===== src/rtl/moving_avg_pkg.sv =====
// moving_avg_pkg: shared helpers for moving_avg_mc (sum width, channel
// slicing, window-shift clamp).
package moving_avg_pkg;

   // Running-sum width: one sample plus headroom for 2^max_shift samples.
   function automatic int sum_width(input int data_width, input int max_shift);
      return data_width + max_shift;
   endfunction

   // LSB position of channel ch inside a packed multi-channel word.
   function automatic int ch_lsb(input int ch, input int data_width);
      return ch * data_width;
   endfunction

   // Requested window log2 limited to the delay-line depth.
   function automatic int unsigned clamp_shift(input int unsigned ws, input int unsigned max_shift);
      int unsigned r;
      if (ws > max_shift) begin
         r = max_shift;
      end else begin
         r = ws;
      end
      return r;
   endfunction

endpackage


===== src/rtl/ram_2port.sv =====
// ram_2port: simple dual-port RAM, one write port and one registered read
// port. Read-first: a read of the address being written returns the old word.
module ram_2port #(
   parameter int WIDTH = 32,
   parameter int DEPTH = 64,
   parameter int AW    = 6
) (
   input  logic             clock,
   input  logic             i_we,
   input  logic [AW-1:0]    i_waddr,
   input  logic [WIDTH-1:0] i_wdata,
   input  logic             i_re,
   input  logic [AW-1:0]    i_raddr,
   output logic [WIDTH-1:0] o_rdata
);

   logic [WIDTH-1:0] r_mem [DEPTH];
   logic [WIDTH-1:0] r_rdata;

   // Registered read of the old contents, then write of the new word.
   always_ff @(posedge clock) begin
      if (i_re) begin
         r_rdata <= r_mem[i_raddr];
      end
      if (i_we) begin
         r_mem[i_waddr] <= i_wdata;
      end
   end

   assign o_rdata = r_rdata;

endmodule


===== src/rtl/moving_avg_mc.sv =====
// moving_avg_mc: multi-channel moving average over a runtime window of
// 2^win_shift samples, sharing one delay line across all channels.
// Optional rounding (round half up) is enabled by defining
// MOVING_AVG_MC_ROUND_EN; by default the average truncates toward -inf.
module moving_avg_mc
   import moving_avg_pkg::*;
#(
   parameter int DATA_WIDTH = 16,
   parameter int NUM_CH     = 2,
   parameter int MAX_SHIFT  = 6,
   parameter int SIGNED     = 1
) (
   input  logic                           clock,
   input  logic                           rstn,
   input  logic                           enable,
   input  logic                           restart,
   input  logic [$clog2(MAX_SHIFT+1)-1:0] win_shift,
   input  logic [NUM_CH*DATA_WIDTH-1:0]   data_in,
   input  logic                           input_strobe,
   output logic [NUM_CH*DATA_WIDTH-1:0]   data_out,
   output logic                           output_strobe,
   output logic                           full
);

   localparam int SW    = sum_width(DATA_WIDTH, MAX_SHIFT);
   localparam int DEPTH = 1 << MAX_SHIFT;
   localparam int AW    = (MAX_SHIFT > 0) ? MAX_SHIFT : 1;
   localparam int WSW   = $clog2(MAX_SHIFT + 1);
   localparam int FW    = MAX_SHIFT + 1;
   localparam int BW    = NUM_CH * DATA_WIDTH;

   // window control
   logic              r_init;
   logic [WSW-1:0]    r_shift;
   logic [WSW-1:0]    w_ws_clamped;
   logic [WSW-1:0]    w_shift;
   logic [FW-1:0]     w_win;
   // stage 1
   logic              w_accept;
   logic [AW-1:0]     r_wr_addr;
   logic [AW-1:0]     w_rd_addr;
   logic [FW-1:0]     r_fill;
   logic [FW-1:0]     w_fill_next;
   logic              r_full;
   logic              r_s1_valid;
   logic              r_s1_sub;
   logic              r_s1_emit;
   logic [BW-1:0]     r_s1_data;
   logic [BW-1:0]     w_rd_data;
   // stage 2
   logic [SW-1:0]         r_sum      [NUM_CH];
   logic [SW-1:0]         w_sum_next [NUM_CH];
   logic [DATA_WIDTH-1:0] w_avg      [NUM_CH];
   logic [SW-1:0]         w_rnd;
   logic [BW-1:0]         r_data_out;
   logic                  r_ostrb;

   // Window selection, accept qualification, read address and fill step.
   always_comb begin
      w_ws_clamped = WSW'(clamp_shift(32'(win_shift), MAX_SHIFT));
      // Until the first edge after reset the live input is the window.
      if (r_init) begin
         w_shift = r_shift;
      end else begin
         w_shift = w_ws_clamped;
      end
      w_win     = {{(FW-1){1'b0}}, 1'b1} << w_shift;
      w_accept  = input_strobe & enable & ~restart;
      // At the maximum window this equals the write address (read-first RAM).
      w_rd_addr = r_wr_addr - w_win[AW-1:0];
      if (r_fill == w_win) begin
         w_fill_next = r_fill;
      end else begin
         w_fill_next = r_fill + {{(FW-1){1'b0}}, 1'b1};
      end
   end

   // Rounding offset, per-channel sum update and shifted average.
   always_comb begin
      logic [DATA_WIDTH-1:0] w_new;
      logic [DATA_WIDTH-1:0] w_old;
      logic [SW-1:0]         w_ext_new;
      logic [SW-1:0]         w_ext_old;
      logic [SW-1:0]         w_tot;
`ifdef MOVING_AVG_MC_ROUND_EN
      if (w_shift == {WSW{1'b0}}) begin
         w_rnd = {SW{1'b0}};
      end else begin
         w_rnd = {{(SW-1){1'b0}}, 1'b1} << (w_shift - {{(WSW-1){1'b0}}, 1'b1});
      end
`else
      w_rnd = {SW{1'b0}};
`endif
      for (int c = 0; c < NUM_CH; c++) begin
         w_new     = r_s1_data[ch_lsb(c, DATA_WIDTH) +: DATA_WIDTH];
         w_old     = w_rd_data[ch_lsb(c, DATA_WIDTH) +: DATA_WIDTH];
         w_ext_new = {{MAX_SHIFT{(SIGNED != 0) && w_new[DATA_WIDTH-1]}}, w_new};
         w_ext_old = {{MAX_SHIFT{(SIGNED != 0) && w_old[DATA_WIDTH-1]}}, w_old};
         w_sum_next[c] = r_sum[c] + w_ext_new - (r_s1_sub ? w_ext_old : {SW{1'b0}});
         w_tot = w_sum_next[c] + w_rnd;
         if (SIGNED != 0) begin
            w_avg[c] = DATA_WIDTH'($signed(w_tot) >>> w_shift);
         end else begin
            w_avg[c] = DATA_WIDTH'(w_tot >> w_shift);
         end
      end
   end

   // Window latch, write pointer, fill count and stage-1 capture.
   always_ff @(posedge clock or negedge rstn) begin
      if (!rstn) begin
         r_init     <= 1'b0;
         r_shift    <= {WSW{1'b0}};
         r_wr_addr  <= {AW{1'b0}};
         r_fill     <= {FW{1'b0}};
         r_full     <= 1'b0;
         r_s1_valid <= 1'b0;
         r_s1_sub   <= 1'b0;
         r_s1_emit  <= 1'b0;
         r_s1_data  <= {BW{1'b0}};
      end else if (restart) begin
         r_init     <= 1'b1;
         r_shift    <= w_ws_clamped;
         r_fill     <= {FW{1'b0}};
         r_full     <= 1'b0;
         r_s1_valid <= 1'b0;
      end else begin
         if (!r_init) begin
            r_init  <= 1'b1;
            r_shift <= w_ws_clamped;
         end
         if (enable) begin
            r_s1_valid <= w_accept;
         end
         if (w_accept) begin
            r_s1_data <= data_in;
            r_s1_sub  <= (r_fill == w_win);
            r_s1_emit <= (r_fill >= (w_win - {{(FW-1){1'b0}}, 1'b1}));
            r_wr_addr <= r_wr_addr + {{(AW-1){1'b0}}, 1'b1};
            r_fill    <= w_fill_next;
            r_full    <= (w_fill_next == w_win);
         end
      end
   end

   // Stage 2: running sums, averaged output and result strobe.
   always_ff @(posedge clock or negedge rstn) begin
      if (!rstn) begin
         for (int c = 0; c < NUM_CH; c++) begin
            r_sum[c] <= {SW{1'b0}};
         end
         r_data_out <= {BW{1'b0}};
         r_ostrb    <= 1'b0;
      end else if (restart) begin
         for (int c = 0; c < NUM_CH; c++) begin
            r_sum[c] <= {SW{1'b0}};
         end
         r_ostrb <= 1'b0;
      end else if (enable) begin
         r_ostrb <= r_s1_valid & r_s1_emit;
         if (r_s1_valid) begin
            for (int c = 0; c < NUM_CH; c++) begin
               r_sum[c] <= w_sum_next[c];
            end
         end
         if (r_s1_valid & r_s1_emit) begin
            for (int c = 0; c < NUM_CH; c++) begin
               r_data_out[ch_lsb(c, DATA_WIDTH) +: DATA_WIDTH] <= w_avg[c];
            end
         end
      end
   end

   // Shared delay line holding the last 2^MAX_SHIFT accepted words.
   ram_2port #(
      .WIDTH (BW),
      .DEPTH (DEPTH),
      .AW    (AW)
   ) u_delay (
      .clock   (clock),
      .i_we    (w_accept),
      .i_waddr (r_wr_addr),
      .i_wdata (data_in),
      .i_re    (w_accept),
      .i_raddr (w_rd_addr),
      .o_rdata (w_rd_data)
   );

   // A held result is only presented in an enabled cycle.
   assign output_strobe = r_ostrb & enable;
   assign data_out      = r_data_out;
   assign full          = r_full;

endmodule


===== config.mk =====
export PLATFORM = sky130hd
export DESIGN_NAME = moving_avg_mc
export DESIGN_NICKNAME = d
export VERILOG_FILES = /design/src/rtl/moving_avg_pkg.sv /design/src/rtl/ram_2port.sv /design/src/rtl/moving_avg_mc.sv
export SDC_FILE = /design/constraint.sdc
export NUM_CORES = 2
export LEC_CHECK = 0
export BUFFER_PORTS_ARGS = -buffer_cell sky130_fd_sc_hd__buf_4
export CELL_PAD_IN_SITES_DETAIL_PLACEMENT = 1
export CELL_PAD_IN_SITES_GLOBAL_PLACEMENT = 2
export CORE_ASPECT_RATIO = 1.1
export CORE_MARGIN = 2
export CORE_UTILIZATION = 40
export DETAILED_ROUTE_END_ITERATION = 16
export GPL_TIMING_DRIVEN = 1
export PLACE_DENSITY_LB_ADDON = 0.1
export SYNTH_ARGS = -nofsm -noshare
export SYNTH_HDL_FRONTEND = slang
export SYNTH_SLANG_ARGS = --single-unit

===== constraint.sdc =====
create_clock -name clock -period 4.9 [get_ports clock]
set_input_delay 0.245 -clock clock [delete_from_list [all_inputs] [get_ports clock]]
set_output_delay 0.245 -clock clock [all_outputs]
set_load 0.02 [all_outputs]

# After elaboration in Yosys (flattened, before gate mapping)
# Memory sizes are Yosys's and may differ from the RTL's. A register that Yosys moved wholly into a read port is not among the register bits.
# Index checks and enable logic that the tools add are counted.
[totals] ram_bits=2048 memories=1 elab_cells=59 register_bits=130 input_bits=40 output_inout_bits=34
[memory_table] name="u_delay.r_mem" words=64 width=32 read_ports=1 rd_clocked_by_memory_dff=1 write_ports=1 line_no="ram_2port.sv:17" source="logic [WIDTH-1:0] r_mem [DEPTH];"
[op_classes] n_addsub=8 n_reduce_logical=6 shifts=3 magnitude_cmp=2 bitwise=5 mux=19 eq_ne=2
[op_table] operator="44-bit two-way mux" count=3
[op_table] operator="22-bit adder" count=2
[op_table] operator="22-bit two-way mux" count=2
[op_table] operator="22-bit by 3-bit >>> shifter with 16-bit output" count=2
[op_table] operator="22-bit subtractor" count=2
[op_table] operator="7-bit two-way mux" count=3
[op_table] operator="7-bit equality test" count=2
[op_table] operator="3-bit two-way mux" count=3
[op_table] operator="1-bit two-way mux" count=8
[op_table] operator="7-bit by 1-bit adder with 7-bit output, second input constant" count=1
[op_table] operator="7-bit greater-or-equal comparator" count=1
[op_table] operator="1-bit by 3-bit left shift with 7-bit output, first input constant" count=1
[op_table] operator="7-bit by 1-bit subtractor with 7-bit output, second input constant" count=1
[op_table] operator="6-bit by 1-bit adder with 6-bit output, second input constant" count=1
[op_table] operator="2-bit nonzero test" count=3
[op_table] operator="6-bit subtractor" count=1
[op_table] operator="1-bit AND" count=4
[op_table] operator="2-bit AND reduction" count=2
[op_table] operator="3-bit greater-than comparator, second input constant" count=1
[op_table] operator="3-bit AND reduction" count=1
[op_table] operator="1-bit inverter" count=1

# Depth between registers and ports, before layout
[depth] ltp_word=9 ltp_mapped=19 ltp_nobuf=15

# Modules after synthesis
# A second synthesis with hierarchy kept.
[unflattened] hier_cells=4615 hier_area_um2=89744.8
[by_module_without_submodules] module="ram_2port" cells_each=3324 seq_area_each_um2=62459.9 instances=1 area_each_um2=78835.6
[by_module_without_submodules] module="moving_avg_mc" cells_each=1291 seq_area_each_um2=3253.1 instances=1 area_each_um2=10909.2

# Worst setup path after synthesis
# OpenSTA, ideal clock, no wires.
[synth_timing] path_kind="register to register" start="register r_init" end="register u_delay.r_rdata[12], in the netlist u_delay.o_rdata[12] (read register of u_delay.r_mem), data pin" synth_period_minus_slack_ps=3862 t_arrival_ps=3596 path_stages_with_launch=16 required_time_ps=4634 slack_ps=1038 setup_ps=266 n_path_buf=4 cell_sequence="dfrtp_1 buf_6 mux2_4 clkinv_4 nand2_1 nor2_1 inv_1 ha_1 xnor2_1 nor2b_1 clkbuf_1 clkbuf_1 clkbuf_1 a311oi_1 o21ai_0 nand4_1"
[synth_via] elab_chain_cells=3
[synth_rtl] item="start, declared" line_no="moving_avg_mc.sv:33" source="logic r_init;"
[synth_rtl] item="start signal, assigned" line_no="moving_avg_mc.sv:112" source="r_init <= 1'b0;"
[synth_rtl] item="start signal, assigned" line_no="moving_avg_mc.sv:122" source="r_init <= 1'b1;"
[synth_rtl] item="start signal, assigned" line_no="moving_avg_mc.sv:129" source="r_init <= 1'b1;"
[synth_rtl] item="3-bit two-way mux"
[synth_rtl] item="1-bit by 3-bit left shift with 7-bit output" line_no="moving_avg_mc.sv:67" source="w_win = {{(FW-1){1'b0}}, 1'b1} << w_shift;"
[synth_rtl] item="6-bit subtractor" line_no="moving_avg_mc.sv:70" source="w_rd_addr = r_wr_addr - w_win[AW-1:0];"
[synth_rtl] item="end, declared" line_no="ram_2port.sv:18" source="logic [WIDTH-1:0] r_rdata;"
# Every way passes these cells.
# A chain may end at the register's enable or synchronous reset.

# Worst setup path in the final report
[layout_timing] start="register r_init" end="register u_delay.r_rdata[28], in the netlist u_delay.o_rdata[28] (read register of u_delay.r_mem), data pin"
# The elaborated chain is that of the path after synthesis.

==> summary.txt <==
outcome: finished clean
Post-DP HPWL: 190,000 um
Final Skew: 0.0728 ns
sequential share of power: 30.9%
Hold EP: u_delay.r_mem[19][12]$_DFFE_PP_
clock buffer depth: 3
post-synthesis mux area share: 0.573%
Synth Area in Simple Gates: 16.6%
CP max stage delay: 0.94 ns
Cells after Synth: 7,328
Max Clk Rate: 207 MHz
Worst Reg-to-Reg Cells: 16
arrival time of the worst setup path: 5.44 ns
vias in the first global route: 63,200
Worst Hold Depth: 1
Seq/Total Area, Yosys: 72.1%
Leak: 36.8 nW
gpl congestion: 0.835
top cells by area, synth: edfxtp_1 (69%), nand2_1 (9.1%), nand3_1 (5.7%)
worst-skew pair later-pin latency: 0.93 ns
Post-Synth XOR/XNOR Area: 0.597%
Max-cap violations: 0
Initial DRC Count: 5,593
H-tree levels: 4
CTS root buf: clkbuf_16
Worst R2R Start: r_init$_DFF_PN0_
IO buf count: 73
Largest delay share family, worst path: simple AND/OR/NAND/NOR gates
Hold Fails Final Rpt: 0
syn nets: 7,471
Max-Slew Margin vs Limit: 18.8%
crit start category: register
total gr overflow: 0
setup_tns: 0 ns
Sw Ratio: 43.3%
Initial DRT Pass Iterations: 5
post-DR vias/cell: 5.73
fin crit share: 98.5%
worst hold slack: 0.0329 ns
slowest stage cell, crit path: o21ai_0
Fillers: 23,100
register area: 65,700 sq um
Post-synth top cells: nand2_1 (2,199), edfxtp_1 (2,080), nand3_1 (1,043), clkbuf_1 (292), a311oi_1 (257)
drt wl/cell: 30.2 um
Nets: 7,697
hold wc startpoint: data_in[12]
Ys Warns: 0
worst vdd ir: 0.473 mV
Combinational Power Share: 44.9%
post-synthesis compound-gate area fraction: 5.62%
Setup-failing EPs final: 0
Yosys top cell area share: 68.5%
adder-cell area share of the yosys netlist: 1.77%
clock-pin slew of the registers on the worst-case setup and hold paths: 0.06 ns
area of the multi-input gates: 23,600 sq um
DR vias: 61,500
most common cell in the netlist: nand2_1
Post-DRT Antenna Nets: 0
max-slew violation count: 0
Synth area leader: edfxtp_1
# rows: 183
synth unique cells: 82
number of synthesized register bits: 2,210
Period minus WS final: 4.82 ns
Slew @ Worst Pin: 1.21 ns
area grow syn2layout: 15.5%
number of clock sinks: 2,210
net switching power: 30.7 mW
# DRC: 0
average instance area after synthesis: 12.4 sq um
critical path data required time: 5.52 ns
Die H: 505 um
setup bufs post-CTS: 0
Final Cell Area: 105,000 sq um
total track usage: 27.7%
critical path launch point: r_init$_DFF_PN0_
R2R Setup Slk: 0.08 ns
layout cell share with drive strength beyond 1: 10.8%
maximum number of pins on one net before global-route repair: 100
HP Class: input port to register
initial antenna violation count: 32
Die X: 459 um
first-pass GRT wire length: 464,000 um
internal power: 40.2 mW
initial core utilization: 40.3%
final WL: 323,000 um
CTS tree: built
IO Pins: 74
number of synthesized flops with an enable pin: 2,080
Core ar.: 226,000 sq um
synthesized area: 91,100 sq um
CTS Buf Count: 231
Total Die Area: 232,000 sq um
Clk pwr share: 24.2%
DP Area: 97,400 sq um
Worst setup EP type: register
Cell Chain, Critical Path: mux2i_4 > nand2_4 > nor2_4 > inv_2 > nor2_4 > fa_2 > xnor2_1 > buf_4 > nor2b_4 > buf_12 > buf_4 > nand3_1 > nand3_1 > a311oi_1 > o21ai_0 > nand4_1
Main synth FF type: edfxtp_1
critical path class: register to register
async set-reset flop share out of synthesis: 5.88%
largest family of logic cells by synthesized area: simple AND/OR/NAND/NOR gates
pwr dens: 673 nW/um^2
CP max FO: 20
worst reg2reg path endpoint: u_delay.o_rdata[28]$_DFFE_PP_
CP bufs+invs: 4
## per-layer routing
metal	track usage, %	share of wire (%)	wire [um]
met2	46.7	49	159000
met3	3.76	5.2	16900
met5	0	0.022	70
met1	37.2	42	137000
met4	8.78	3.3	10700
## worst max-delay path by stage
stage	to	slack, ns	cells past startpoint
3_5_place_dp	u_delay.o_rdata[8]$_DFFE_PP_	-0.45	11
2_1_floorplan	u_delay.o_rdata[12]$_DFFE_PP_	1.04	15
3_3_place_gp	u_delay.o_rdata[9]$_DFFE_PP_	-0.91	11
4_1_cts	u_delay.o_rdata[0]$_DFFE_PP_	0.007	11
5_1_grt	u_delay.o_rdata[26]$_DFFE_PP_	-0.009	17
6_report	u_delay.o_rdata[28]$_DFFE_PP_	0.08	16
## stage by stage
step | power, mW | cells | utilization [%] | setup WS [ns]
floorplan | 38.1 | 7328 | - | 1.04
global placement | 53.8 | 10200 | 43.0 | -0.913
detailed placement | 54.1 | 10200 | 43.1 | -0.446
CTS | 71.4 | 10700 | 46.5 | 0.00690
global route | 74.2 | 10700 | 46.5 | -0.00935
finish | 70.8 | 10700 | 46.5 | 0.0758
## placed cells by master, fill, tap and decap left out, types with 7 or more instances in the layout
master,instances
a211oi_1,17
a21o_1,19
a21oi_1,73
a22o_1,36
a22oi_1,7
a311oi_1,257
a31oi_1,17
and2_1,37
buf_12,65
buf_4,331
bufinv_16,14
clkbuf_1,51
clkbuf_16,232
clkinv_1,58
clkinv_16,8
clkinv_2,41
dfrtp_1,129
diode_2,14
dlygate4sd3_1,36
edfxtp_1,2080
fa_1,42
ha_1,59
inv_1,171
mux2i_1,35
nand2_1,2199
nand2b_1,13
nand3_1,1043
nand4_1,45
nor2_1,93
nor2_4,70
nor2b_1,7
nor3_1,17
o211ai_1,15
o21a_1,7
o21ai_0,145
o21ai_1,69
o21ai_2,7
xnor2_1,37
xor2_1,19
## power groups by stage
stage	Clock [mW]	Sequential, mW	Combinational, mW
after floorplan	0	22.0	16.1
after global routing	18.2	21.9	34.2
after global placement	0	22.3	31.5
after detailed placement	0	22.3	31.8
after CTS	17.5	21.9	32.1
final	17.2	21.9	31.8
## what timing repair did
action,in CTS,in global routing
endpoints found under the hold margin,488,0
hold buffers,37,0
setup endpoints to repair,16,21
resized for setup,20,13
pin swaps,0,1
## area by class of cell
cell class | instances | share of cell area, %
repair buffers | 437 | 4.01
flip-flops and latches | 2210 | 62.4
multi-input cells | 4500 | 22.4
diodes | 14 | 0.0333
well taps | 2960 | 3.52
inverters | 174 | 0.628
clock buffers | 287 | 5.75
clock inverters | 140 | 1.23
## logic make-up (layout without fill, tap and decap cells)
| family | Yosys count | after routing |
|---|---|---|
| and+or+nand+nor | 3565 | 3565 |
| DFF | 2210 | 2210 |
| AOI/OAI and AO/OA | 725 | 725 |
| buffers and inverters | 618 | 1038 |
| adders and majority gates | 103 | 103 |
| xor gates and xnor gates | 60 | 60 |
| muxes | 46 | 46 |
| other | 1 | 15 |
## registers in the layout, indices dropped and copies added, names as in the netlist, 3 cells and up
| register | cells |
|---|---|
| r_shift | 3 |
| data_out | 32 |
| r_wr_addr | 6 |
| r_s1_data | 32 |
| r_fill | 7 |
| u_delay.r_mem | 2048 |
| u_delay.o_rdata | 32 |
| r_sum | 44 |
(Power assumes the default switching activity.)
